## src/rtl/muldiv_pkg.sv

```systemverilog
// rtl/muldiv_pkg.sv - shared state encoding, function codes and default width for the mul/div sequencer
package muldiv_pkg;

    localparam int DEFAULT_WIDTH = 16;

    localparam logic [3:0] FN_MUL = 4'b0100;
    localparam logic [3:0] FN_DIV = 4'b1000;

    typedef enum logic [1:0] {
        ST_IDLE = 2'd0,
        ST_CALC = 2'd1,
        ST_SIGN = 2'd2,
        ST_DONE = 2'd3
    } state_t;

    function automatic logic is_muldiv(input logic [3:0] func);
        return (func == FN_MUL) || (func == FN_DIV);
    endfunction

endpackage

```

## src/rtl/muldiv_step.sv

```systemverilog
// rtl/muldiv_step.sv - one unsigned shift-add multiply or restoring divide iteration
//
// Ports:
//   is_div   selects the divide iteration, otherwise multiply
//   hi_in    multiply: partial product high half; divide: partial remainder
//   lo_in    multiply: remaining multiplier bits; divide: dividend bits / quotient
//   operand  multiply: multiplicand magnitude; divide: divisor magnitude
//   hi_out   updated high register
//   lo_out   updated low register
module muldiv_step #(
    parameter int WIDTH = 16
) (
    input  logic             is_div,
    input  logic [WIDTH-1:0] hi_in,
    input  logic [WIDTH-1:0] lo_in,
    input  logic [WIDTH-1:0] operand,
    output logic [WIDTH-1:0] hi_out,
    output logic [WIDTH-1:0] lo_out
);

    logic [WIDTH:0]   mul_sum;
    logic [WIDTH:0]   div_shift;
    logic [WIDTH-1:0] div_diff;
    logic             div_ge;

    // Multiply: add the multiplicand when the current multiplier bit is set,
    // then shift the whole {carry, hi, lo} right so the product grows in hi
    // while consumed multiplier bits fall out of lo.
    assign mul_sum = {1'b0, hi_in} + (lo_in[0] ? {1'b0, operand} : '0);

    // Divide: bring the next dividend bit into the remainder; the quotient
    // bit enters lo from the right as the dividend bits leave on the left.
    // When the subtraction is kept the true difference is below the divisor,
    // so its low WIDTH bits are exact.
    assign div_shift = {hi_in, lo_in[WIDTH-1]};
    assign div_ge    = div_shift >= {1'b0, operand};
    assign div_diff  = div_shift[WIDTH-1:0] - operand;

    always_comb begin
        hi_out = mul_sum[WIDTH:1];
        lo_out = {mul_sum[0], lo_in[WIDTH-1:1]};
        if (is_div) begin
            hi_out = div_ge ? div_diff : div_shift[WIDTH-1:0];
            lo_out = {lo_in[WIDTH-2:0], div_ge};
        end
    end

endmodule

```

## src/rtl/muldiv_sequencer.sv

```systemverilog
// rtl/muldiv_sequencer.sv - multi-cycle signed multiply/divide unit that stalls the pipeline while it iterates
//
// Ports:
//   clk, reset          rising-edge clock, asynchronous active-high reset
//   start, func         issue request and function code (FN_MUL / FN_DIV)
//   op_a, op_b          two's complement operands
//   flush               abort; returns to idle at the next edge, no done
//   busy                iterating or fixing signs
//   stall               busy, or an operation is being accepted this cycle
//   done                one-cycle pulse, results valid in that cycle
//   result_lo/hi        product low/high or quotient/remainder; held until replaced
//   div_by_zero         exception pulse with done
//   overflow            exception pulse with done (most-negative / -1)
module muldiv_sequencer
    import muldiv_pkg::*;
#(
    parameter int WIDTH = DEFAULT_WIDTH
) (
    input  logic             clk,
    input  logic             reset,
    input  logic             start,
    input  logic [3:0]       func,
    input  logic [WIDTH-1:0] op_a,
    input  logic [WIDTH-1:0] op_b,
    input  logic             flush,
    output logic             busy,
    output logic             stall,
    output logic             done,
    output logic [WIDTH-1:0] result_lo,
    output logic [WIDTH-1:0] result_hi,
    output logic             div_by_zero,
    output logic             overflow
);

    localparam int               CW       = $clog2(WIDTH + 1);
    localparam logic [CW-1:0]    LAST     = CW'(WIDTH - 1);
    localparam logic [WIDTH-1:0] ALL_ONES = '1;
    localparam logic [WIDTH-1:0] MOST_NEG = {1'b1, {(WIDTH-1){1'b0}}};

    state_t           state;
    logic [CW-1:0]    count;
    logic             is_div;
    logic             neg_res;
    logic             neg_rem;
    logic [WIDTH-1:0] operand;
    logic [WIDTH-1:0] acc_hi;
    logic [WIDTH-1:0] acc_lo;
    logic [WIDTH-1:0] step_hi;
    logic [WIDTH-1:0] step_lo;
    logic [WIDTH-1:0] sign_hi;
    logic [WIDTH-1:0] sign_lo;

    logic             accept;
    logic             a_neg;
    logic             b_neg;
    logic [WIDTH-1:0] abs_a;
    logic [WIDTH-1:0] abs_b;
    logic             req_div;

    assign req_div = (func == FN_DIV);
    assign a_neg   = op_a[WIDTH-1];
    assign b_neg   = op_b[WIDTH-1];
    // The magnitude of the most-negative value is 2^(WIDTH-1), which still
    // fits as an unsigned WIDTH-bit number, so no extra bit is needed.
    assign abs_a   = a_neg ? -op_a : op_a;
    assign abs_b   = b_neg ? -op_b : op_b;

    // Flush beats start; reset is folded in so stall cannot leak high while
    // reset is held with start asserted.
    assign accept = !reset && (state == ST_IDLE) && start && is_muldiv(func) && !flush;
    assign stall  = busy || accept;

    muldiv_step #(
        .WIDTH(WIDTH)
    ) u_step (
        .is_div  (is_div),
        .hi_in   (acc_hi),
        .lo_in   (acc_lo),
        .operand (operand),
        .hi_out  (step_hi),
        .lo_out  (step_lo)
    );

    // Sign fix-up of the unsigned magnitudes; the remainder follows the
    // dividend so the quotient truncates toward zero.
    always_comb begin
        sign_hi = acc_hi;
        sign_lo = acc_lo;
        if (is_div) begin
            if (neg_res) sign_lo = -acc_lo;
            if (neg_rem) sign_hi = -acc_hi;
        end else if (neg_res) begin
            {sign_hi, sign_lo} = -{acc_hi, acc_lo};
        end
    end

    always_ff @(posedge clk or posedge reset) begin
        if (reset) begin
            state       <= ST_IDLE;
            count       <= '0;
            is_div      <= 1'b0;
            neg_res     <= 1'b0;
            neg_rem     <= 1'b0;
            operand     <= '0;
            acc_hi      <= '0;
            acc_lo      <= '0;
            busy        <= 1'b0;
            done        <= 1'b0;
            div_by_zero <= 1'b0;
            overflow    <= 1'b0;
            result_lo   <= '0;
            result_hi   <= '0;
        end else begin
            done        <= 1'b0;
            div_by_zero <= 1'b0;
            overflow    <= 1'b0;
            if (flush) begin
                state <= ST_IDLE;
                count <= '0;
                busy  <= 1'b0;
            end else begin
                case (state)
                    ST_IDLE: begin
                        if (accept) begin
                            count   <= '0;
                            is_div  <= req_div;
                            neg_res <= a_neg ^ b_neg;
                            neg_rem <= a_neg;
                            acc_hi  <= '0;
                            if (req_div && (op_b == '0)) begin
                                result_lo   <= ALL_ONES;
                                result_hi   <= op_a;
                                div_by_zero <= 1'b1;
                                done        <= 1'b1;
                                state       <= ST_DONE;
                            end else if (req_div && (op_a == MOST_NEG) && (op_b == ALL_ONES)) begin
                                result_lo <= op_a;
                                result_hi <= '0;
                                overflow  <= 1'b1;
                                done      <= 1'b1;
                                state     <= ST_DONE;
                            end else begin
                                // Divide walks the dividend through lo; multiply
                                // walks the multiplier through lo.
                                acc_lo  <= req_div ? abs_a : abs_b;
                                operand <= req_div ? abs_b : abs_a;
                                busy    <= 1'b1;
                                state   <= ST_CALC;
                            end
                        end
                    end
                    ST_CALC: begin
                        acc_hi <= step_hi;
                        acc_lo <= step_lo;
                        if (count == LAST) begin
                            count <= '0;
                            state <= ST_SIGN;
                        end else begin
                            count <= count + 1'b1;
                        end
                    end
                    ST_SIGN: begin
                        result_lo <= sign_lo;
                        result_hi <= sign_hi;
                        done      <= 1'b1;
                        busy      <= 1'b0;
                        state     <= ST_DONE;
                    end
                    ST_DONE: begin
                        state <= ST_IDLE;
                    end
                    default: begin
                        state <= ST_IDLE;
                        busy  <= 1'b0;
                    end
                endcase
            end
        end
    end

endmodule

```

## config.mk

```make
export PLATFORM = sky130hd
export DESIGN_NAME = muldiv_sequencer
export DESIGN_NICKNAME = d
export VERILOG_FILES = /design/src/rtl/muldiv_pkg.sv /design/src/rtl/muldiv_step.sv /design/src/rtl/muldiv_sequencer.sv
export SDC_FILE = /design/constraint.sdc
export NUM_CORES = 1
export LEC_CHECK = 0
export BUFFER_PORTS_ARGS = -buffer_cell sky130_fd_sc_hd__buf_2
export CAP_MARGIN = 20
export CORE_ASPECT_RATIO = 1.4
export CORE_MARGIN = 1.5
export CORE_UTILIZATION = 45
export DETAILED_ROUTE_END_ITERATION = 12
export PLACE_DENSITY = 0.66
export SLEW_MARGIN = 20
export SYNTH_ARGS = -nofsm -noshare
export SYNTH_HDL_FRONTEND = slang
export SYNTH_HIERARCHICAL = 1
export SYNTH_SLANG_ARGS = --single-unit
```

## constraint.sdc

```tcl
create_clock -name clk -period 3.7 [get_ports clk]
set_clock_uncertainty 0.1 [all_clocks]
set_input_delay 0.555 -clock clk [delete_from_list [all_inputs] [get_ports clk]]
set_output_delay 0.555 -clock clk [all_outputs]
set_load 0.02 [all_outputs]
```

==> summary.txt, run 1 <==
Outcome
  – Status: complete, no violations

Clock network
  – Clock sink count: 94
  – TritonCTS buffer count: 9
  – H-tree levels: 3
  – Number of buffers added for setup after CTS: 0
  – Hold_buf cts: 0
  – CTS tree: built
  – CTS max path bufs: 2
  – Worst skew pair latency: 0.36 ns
  – # resized after CTS: 0
  – Root Driver: clkbuf_16
  – Clock transition at the registers of the reported paths: 0.07 ns

Placed design
  – GP Congestion: ~0.95
  – PortBufs: 76
  – Post-DP HPWL: 20.39 mm

Drt
  – Drt total wl: 26.52 mm
  – Drt via density: 6.020
  – Vias post-DR: 8018
  – DRT Pass-1 Iters: 5
  – Initial DRC Count: 547
  – Post-DR wirelength/cell: 19.91 um
  – Post-route ant nets: 0
  – Drt drc: 0

Yosys
  – Seq cells post-synth: 94
  – Synth Net Count: 1109
  – Synth area leader: dfrtp_1
  – Post-synth cell types: 74
  – Seq/Total Area, Yosys: 0.2828
  – Syn Inst Count: a little over 1000
  – Top_reg_cell synth: dfrtp_1
  – Synth top area cells: dfrtp_1, ha_1, nand2_1, xor2_1, mux2_2
  – Post-Syn Area per Cell: just over 8 sq um
  – Number of synthesized flops with an enable pin: 0
  – Synth top area share: 0.2828
  – Synthesized area: 8318 sq um
  – Share of synthesized flip-flops with an asynchronous set or reset: 1.000
  – Number of synthesis warnings: 6

Timing
  – Fin crit period: ~3.3 ns
  – Slew margin rel.: 0.4463
  – Slew @ Worst Pin: 0.8306 ns
  – Slew Viols, Final: 0
  – RSZ-0062 raised after global routing: no
  – Tcrit/Tclk final: 0.8884
  – F_max: 304.2 MHz
  – Final setup viols: 0
  – Final Hold Viols: 0
  – Final setup TNS: 0 ns

Worst hold path
  – HP Class: in2async

Cells and area
  – Synthesis-to-layout area growth: 11.61%
  – Fraction of layout cells with a size suffix above 1: 0.1667
  – Fin nets: 1171
  – Most frequent cells in the layout: nand2_1, dfrtp_1, buf_2
  – Sequential Area: 2352 sq um
  – Ant diodes: 0
  – Final Core Density: 0.5138
  – Fillcell total: around 1800
  – Commonest non-fill, non-tap cell in the layout: nand2_1
  – Multi-input combinational cell area: 5529 sq um

Power
  – Peak supply drop: 0.4101 mV
  – PwrDens: 831.1 nW/um^2
  – Reported leakage power: 4.311 nW

Floorplan
  – Row count: a little under 60
  – DIE HEIGHT: 163.9 um
  – Die ar.: 19320 sq um
  – I/O pins: 77
  – Die width: 117.9 um
  – Core Area: 18070 sq um
  – Initial Util: 0.4603

Worst setup path
  – Arr. time, crit path: 3.49 ns
  – Crit path required time: 3.90 ns
  – CP startpoint kind: flop
  – CP endpoint kind: flop
  – Critical path class: reg2reg
  – CP Max Fanout: 18
  – FF-to-FF path depth: 11

GRT
  – M2 GR Usage: 0.4934
  – GRT Overall Usage: 0.2812
  – Initial antenna violation count: 0
  – M1 GR Usage: 0.3321
  – Gr ovfl total: 0
  – Global route hottest layer: met2
  – Pin count of the biggest net entering global routing: 67
  – Vias in the first global route: 7840
  – First-pass GRT wire length: roughly 43 mm
  – Met3 track demand over resource: 0.03056

Flow run
  – Max cap viols: 0
-- cells in the mapped netlist (16+ instances only) --
cell type,count
mux2i_1,24
nand2_1,113
o21ai_0,71
o21ai_1,16
and2_1,18
xnor2_1,29
a21oi_1,62
ha_1,42
nor2_1,75
xor2_1,42
inv_1,50
a21o_1,16
nand3_1,39
dfrtp_1,94
mux2_2,32
clkbuf_1,39
nor3_1,22
-- flip-flops by register name (all words and copies together), names as in the netlist --
| name | cells |
|---|---|
| acc_hi | 16 |
| acc_lo | 16 |
| operand | 16 |
| result_hi | 16 |
| result_lo | 16 |
| count | 5 |
| state | 2 |
| busy | 1 |
| div_by_zero | 1 |
| done | 1 |
| is_div | 1 |
| neg_rem | 1 |
| neg_res | 1 |
| overflow | 1 |
-- final cells by class --
| class | count | area share |
|---|---|---|
| inverter | 50 | 0.02049 |
| sequential | 94 | 0.2534 |
| clock inverter | 6 | 0.004852 |
| multi-input combinational | 825 | 0.5956 |
| clock buffer | 10 | 0.02466 |
| timing repair buffer | 107 | 0.06873 |
| tap | 240 | 0.03235 |
-- routing by layer --
layer  up-vias  routed length (um)
met2       279               13380
met1      3826               10390
li1       3840                   -
met4         0                1498
met3        73                1253
met5         -                   0
-- critical path, cell delays in order (launching register included) --
cell and delay [ns]:
dfrtp_1 0.64, and2_1 0.25, ha_1 0.24, a21oi_1 0.19, o22ai_1 0.14, or3_1 0.36
a211o_1 0.31, a221oi_2 0.26, mux2_1 0.34, a211oi_1 0.22, nand3_1 0.10, nand2_1 0.09
-- cell families (layout without fill, tap and decap cells) --
| family | after synthesis | count (layout) | synth area share |
|---|---|---|---|
| AND/OR/NAND/NOR | 368 | 368 | 0.2186 |
| AO/OA/AOI/OAI | 285 | 285 | 0.2291 |
| XOR/XNOR | 71 | 71 | 0.07476 |
| buffers and inverters | 106 | 173 | 0.05325 |
| adder cells (fa/ha/maj) | 44 | 44 | 0.06799 |
| flip-flops | 94 | 94 | 0.2828 |
| multiplexers | 57 | 57 | 0.07356 |
-- metrics by stage --
stage	hold WS, ns	setup WS, ns	cell area, sq um	instances	power, mW
global placement	0.3677	0.4227	9010	1316	6.707
global route	0.3669	0.09079	9284	1332	8.326
finish	0.2834	0.4129	9284	1332	7.716
detailed placement	0.3737	0.3546	9010	1316	6.750
floorplan	0.3460	0.5551	8318	1025	5.421
CTS	0.3139	0.4018	9284	1332	7.675
-- worst paths after layout --
kind / startpoint / end / slack, ns
max: acc_lo[0]$_DFFE_PP0P_ / acc_hi[14]$_DFFE_PP0P_ / 0.41
min: reset / count[0]$_DFFE_PP0P_ / 0.28
max reg2reg: acc_lo[0]$_DFFE_PP0P_ / acc_hi[14]$_DFFE_PP0P_ / 0.41
min reg2reg: result_lo[12]$_DFFE_PP0P_ / result_lo[12]$_DFFE_PP0P_ / 0.39
max in group asynchronous: reset / operand[11]$_DFFE_PP0P_ / 2.48
min in group clk: result_lo[12]$_DFFE_PP0P_ / result_lo[12]$_DFFE_PP0P_ / 0.39
-- power by group --
| part | switching (mW) | leakage, nW | internal, mW |
|---|---|---|---|
| Sequential | 0.491 | 1.22 | 1.40 |
| Clock | 0.443 | 0.137 | 0.462 |
| Combinational | 2.87 | 2.96 | 2.05 |
| Total | 3.80 | 4.31 | 3.91 |
(Power assumes the default switching activity.)
==> run 2: changes to the inputs <==
--- a/config.mk
+++ b/config.mk
@@ -12,6 +12,7 @@
 export CORE_UTILIZATION = 45
 export DETAILED_ROUTE_END_ITERATION = 12
 export PLACE_DENSITY = 0.66
+export RECOVER_POWER = 25
 export SLEW_MARGIN = 20
 export SYNTH_ARGS = -nofsm -noshare
 export SYNTH_HDL_FRONTEND = slang
==> run 2 against run 1 <==
Effect of this change: the flow now finishes with violations (capacitance limit, slew limit); final cell count stayed put; die area is the same; combinational power hardly changed; critical path depth unchanged; maximum frequency barely moved; global-route usage is the same; critical path type unchanged; highest routed layer unchanged.
==> summary.txt, run 2 (synthesis results as in run 1) <==
Outcome
  – Status: finished with violations
  – Failing checks: capacitance limit, slew limit

Clock network
  – CTS max path bufs: 2 (unchanged)
  – Root Driver: clkbuf_16
  – Number of buffers added for setup after CTS: 0 (unchanged)
  – Worst skew pair latency: 0.36 ns (about the same)
  – TritonCTS buffer count: 9 (unchanged)
  – H-tree levels: 3 (unchanged)
  – Hold_buf cts: 0 (unchanged)
  – Clock transition at the registers of the reported paths: 0.07 ns (about the same)
  – CTS tree: built
  – Clock sink count: 94 (unchanged)
  – # resized after CTS: 0 (unchanged)

Timing
  – Final setup TNS: 0 ns (unchanged)
  – Tcrit/Tclk final: 0.8885 (about the same)
  – Slew margin rel.: -0.6967 (-1.143)
  – F_max: 304.2 MHz (about the same)
  – Slew Viols, Final: 67 (+67)
  – Final setup viols: 0 (unchanged)
  – RSZ-0062 raised after global routing: no
  – Final Hold Viols: 0 (unchanged)
  – Slew @ Worst Pin: 2.542 ns (+1.712 ns)
  – Fin crit period: 3.288 ns (+0.0004020 ns)

Power
  – Register share of total power: 0.245 (about the same)
  – PwrDens: 831.2 nW/um^2 (about the same)
  – Clock Power Share: 0.117 (about the same)
  – Logic pwr share: 0.638 (about the same)
  – Internal power: 3.911 mW (about the same)
  – Peak supply drop: 0.4097 mV (-0.10%)
  – Sw Share: 0.4930 (about the same)
  – Reported leakage power: 4.312 nW (about the same)
  – P_sw: 3.803 mW (about the same)

Worst setup path
  – Crit path required time: 3.90 ns (about the same)
  – Critical path capture point: acc_hi[14]$_DFFE_PP0P_
  – CP startpoint kind: flop
  – Top cell family by delay on the critical path: compound AO/OA/AOI/OAI gates
  – CP endpoint kind: flop
  – R2r setup slk: 0.41 ns (about the same)
  – CP Max Fanout: 18 (unchanged)
  – Worst r2r dst: acc_hi[14]$_DFFE_PP0P_
  – Worst path max stage delay: 0.64 ns (about the same)
  – Critical path class: reg2reg
  – FF-to-FF path depth: 11 (unchanged)
  – Slowest cell on the critical path: dfrtp_1
  – RR Startpoint: acc_lo[0]$_DFFE_PP0P_
  – Crit path cell chain: and2_1 > ha_1 > a21oi_1 > o22ai_1 > or3_1 > a211o_1 > a221oi_2 > mux2_1 > a211oi_1 > nand3_1 > nand2_1
  – Arr. time, crit path: 3.49 ns (about the same)
  – CP bufs+invs: 0 (unchanged)
  – Levels on crit path: 11 (unchanged)
  – Worst setup startpoint: acc_lo[0]$_DFFE_PP0P_

Floorplan
  – Initial Util: 0.4603 (unchanged)
  – Die ar.: 19320 sq um (unchanged)
  – I/O pins: 77 (unchanged)
  – Row count: 58 (unchanged)
  – Die width: 117.9 um (unchanged)
  – Core Area: 18070 sq um (unchanged)
  – DIE HEIGHT: 163.9 um (unchanged)

Cells and area
  – Multi-input combinational cell area: 5529 sq um (unchanged)
  – Commonest non-fill, non-tap cell in the layout: nand2_1
  – Fin nets: 1171 (unchanged)
  – Synthesis-to-layout area growth: 11.58% (about the same)
  – Fillcell total: 1775 (-0.056%)
  – Most frequent cells in the layout: nand2_1, dfrtp_1, buf_2
  – Post-route cell area: 9281 sq um (about the same)
  – Sequential Area: 2352 sq um (unchanged)
  – Fraction of layout cells with a size suffix above 1: 0.1658 (-0.0009158)
  – Ant diodes: 0 (unchanged)

Drt
  – Post-DR wirelength/cell: 19.92 um (about the same)
  – Drt via density: 6.032 (+0.20%)
  – DRT Pass-1 Iters: 5 (unchanged)
  – Drt drc: 0 (unchanged)
  – Drt total wl: 26.53 mm (about the same)
  – Initial DRC Count: 547 (unchanged)
  – Vias post-DR: 8034 (+0.20%)
  – Post-route ant nets: 0 (unchanged)

GRT
  – Vias in the first global route: 7840 (unchanged)
  – Pin count of the biggest net entering global routing: 67 (unchanged)
  – Gr ovfl total: 0 (unchanged)
  – First-pass GRT wire length: 42.82 mm (unchanged)
  – Initial antenna violation count: 0 (unchanged)
  – GRT Overall Usage: 0.2812 (unchanged)

Placed design
  – PortBufs: 76 (unchanged)
  – Placed cell areas: 9010 sq um (unchanged)
  – GP Congestion: 0.9529 (unchanged)
  – Post-DP HPWL: 20.39 mm (unchanged)

Worst hold path
  – HP Class: reg2reg
  – Hold Crit Depth: 2

Flow run
  – Max cap viols: 1 (+1)
[run 2: cell counts in the layout (fill, tap and decap cells not counted)]
No cell type changed its count.
[run 2: worst min-delay path by stage]
| stage | to | from |
|---|---|---|
| detailed placement | result_lo[13]$_DFFE_PP0P_ | result_lo[13]$_DFFE_PP0P_ |
| finish | result_lo[12]$_DFFE_PP0P_ | result_lo[12]$_DFFE_PP0P_ |
| CTS | busy$_DFFE_PP0P_ | reset |
| global route | result_lo[0]$_DFFE_PP0P_ | result_lo[0]$_DFFE_PP0P_ |
| floorplan | count[3]$_DFFE_PP0P_ | count[3]$_DFFE_PP0P_ |
| global placement | result_lo[12]$_DFFE_PP0P_ | result_lo[12]$_DFFE_PP0P_ |
[run 2: routing by layer]
layer  global-route usage  wire length [um]  vias up  part of all wire
met1               0.3321             10390     3836              0.39
met5                    0                 0        -                 0
met2               0.4934             13380      284              0.50
met3              0.03056              1256       73             0.047
met4               0.1696              1498        0             0.056
li1                     -                 -     3841                 -
[run 2: metrics by stage]
step | hold slack, ns | util | cells | setup WS, ns | power, mW
2_1_floorplan | 0.3460 | - | 1025 | 0.5551 | 5.421
3_3_place_gp | 0.3677 | 0.4986 | 1316 | 0.4227 | 6.707
3_5_place_dp | 0.3737 | 0.4986 | 1316 | 0.3546 | 6.750
4_1_cts | 0.3139 | 0.5138 | 1332 | 0.4018 | 7.675
5_1_grt | 0.4089 | 0.5136 | 1332 | 0.09079 | 8.325
6_report | 0.3909 | 0.5136 | 1332 | 0.4125 | 7.714
[run 2: worst register-to-register path, stage by stage (launching register included)]
cell      delay [ns]
dfrtp_1         0.64
and2_1          0.26
ha_1            0.24
a21oi_1         0.19
o22ai_1         0.14
or3_1           0.36
a211o_1         0.31
a221oi_2        0.26
mux2_1          0.34
a211oi_1        0.22
nand3_1         0.10
nand2_1         0.09
[run 2: power by group through the flow]
stage               clock network, mW  registers (mW)  logic, mW
detailed placement                  0            1.90       4.85
finish                          0.904            1.89       4.92
global route                    0.944            1.94       5.44
global placement                    0            1.89       4.81
CTS                             0.912            1.88       4.88
floorplan                           0            1.93       3.49
[run 2: layout make-up]
type	instances	share of cell area
sequential	94	0.2534
timing repair buffer	107	0.06875
clock inverter	6	0.004853
multi-input combinational	825	0.5957
clock buffer	10	0.02467
tap	240	0.03235
inverter	50	0.02022
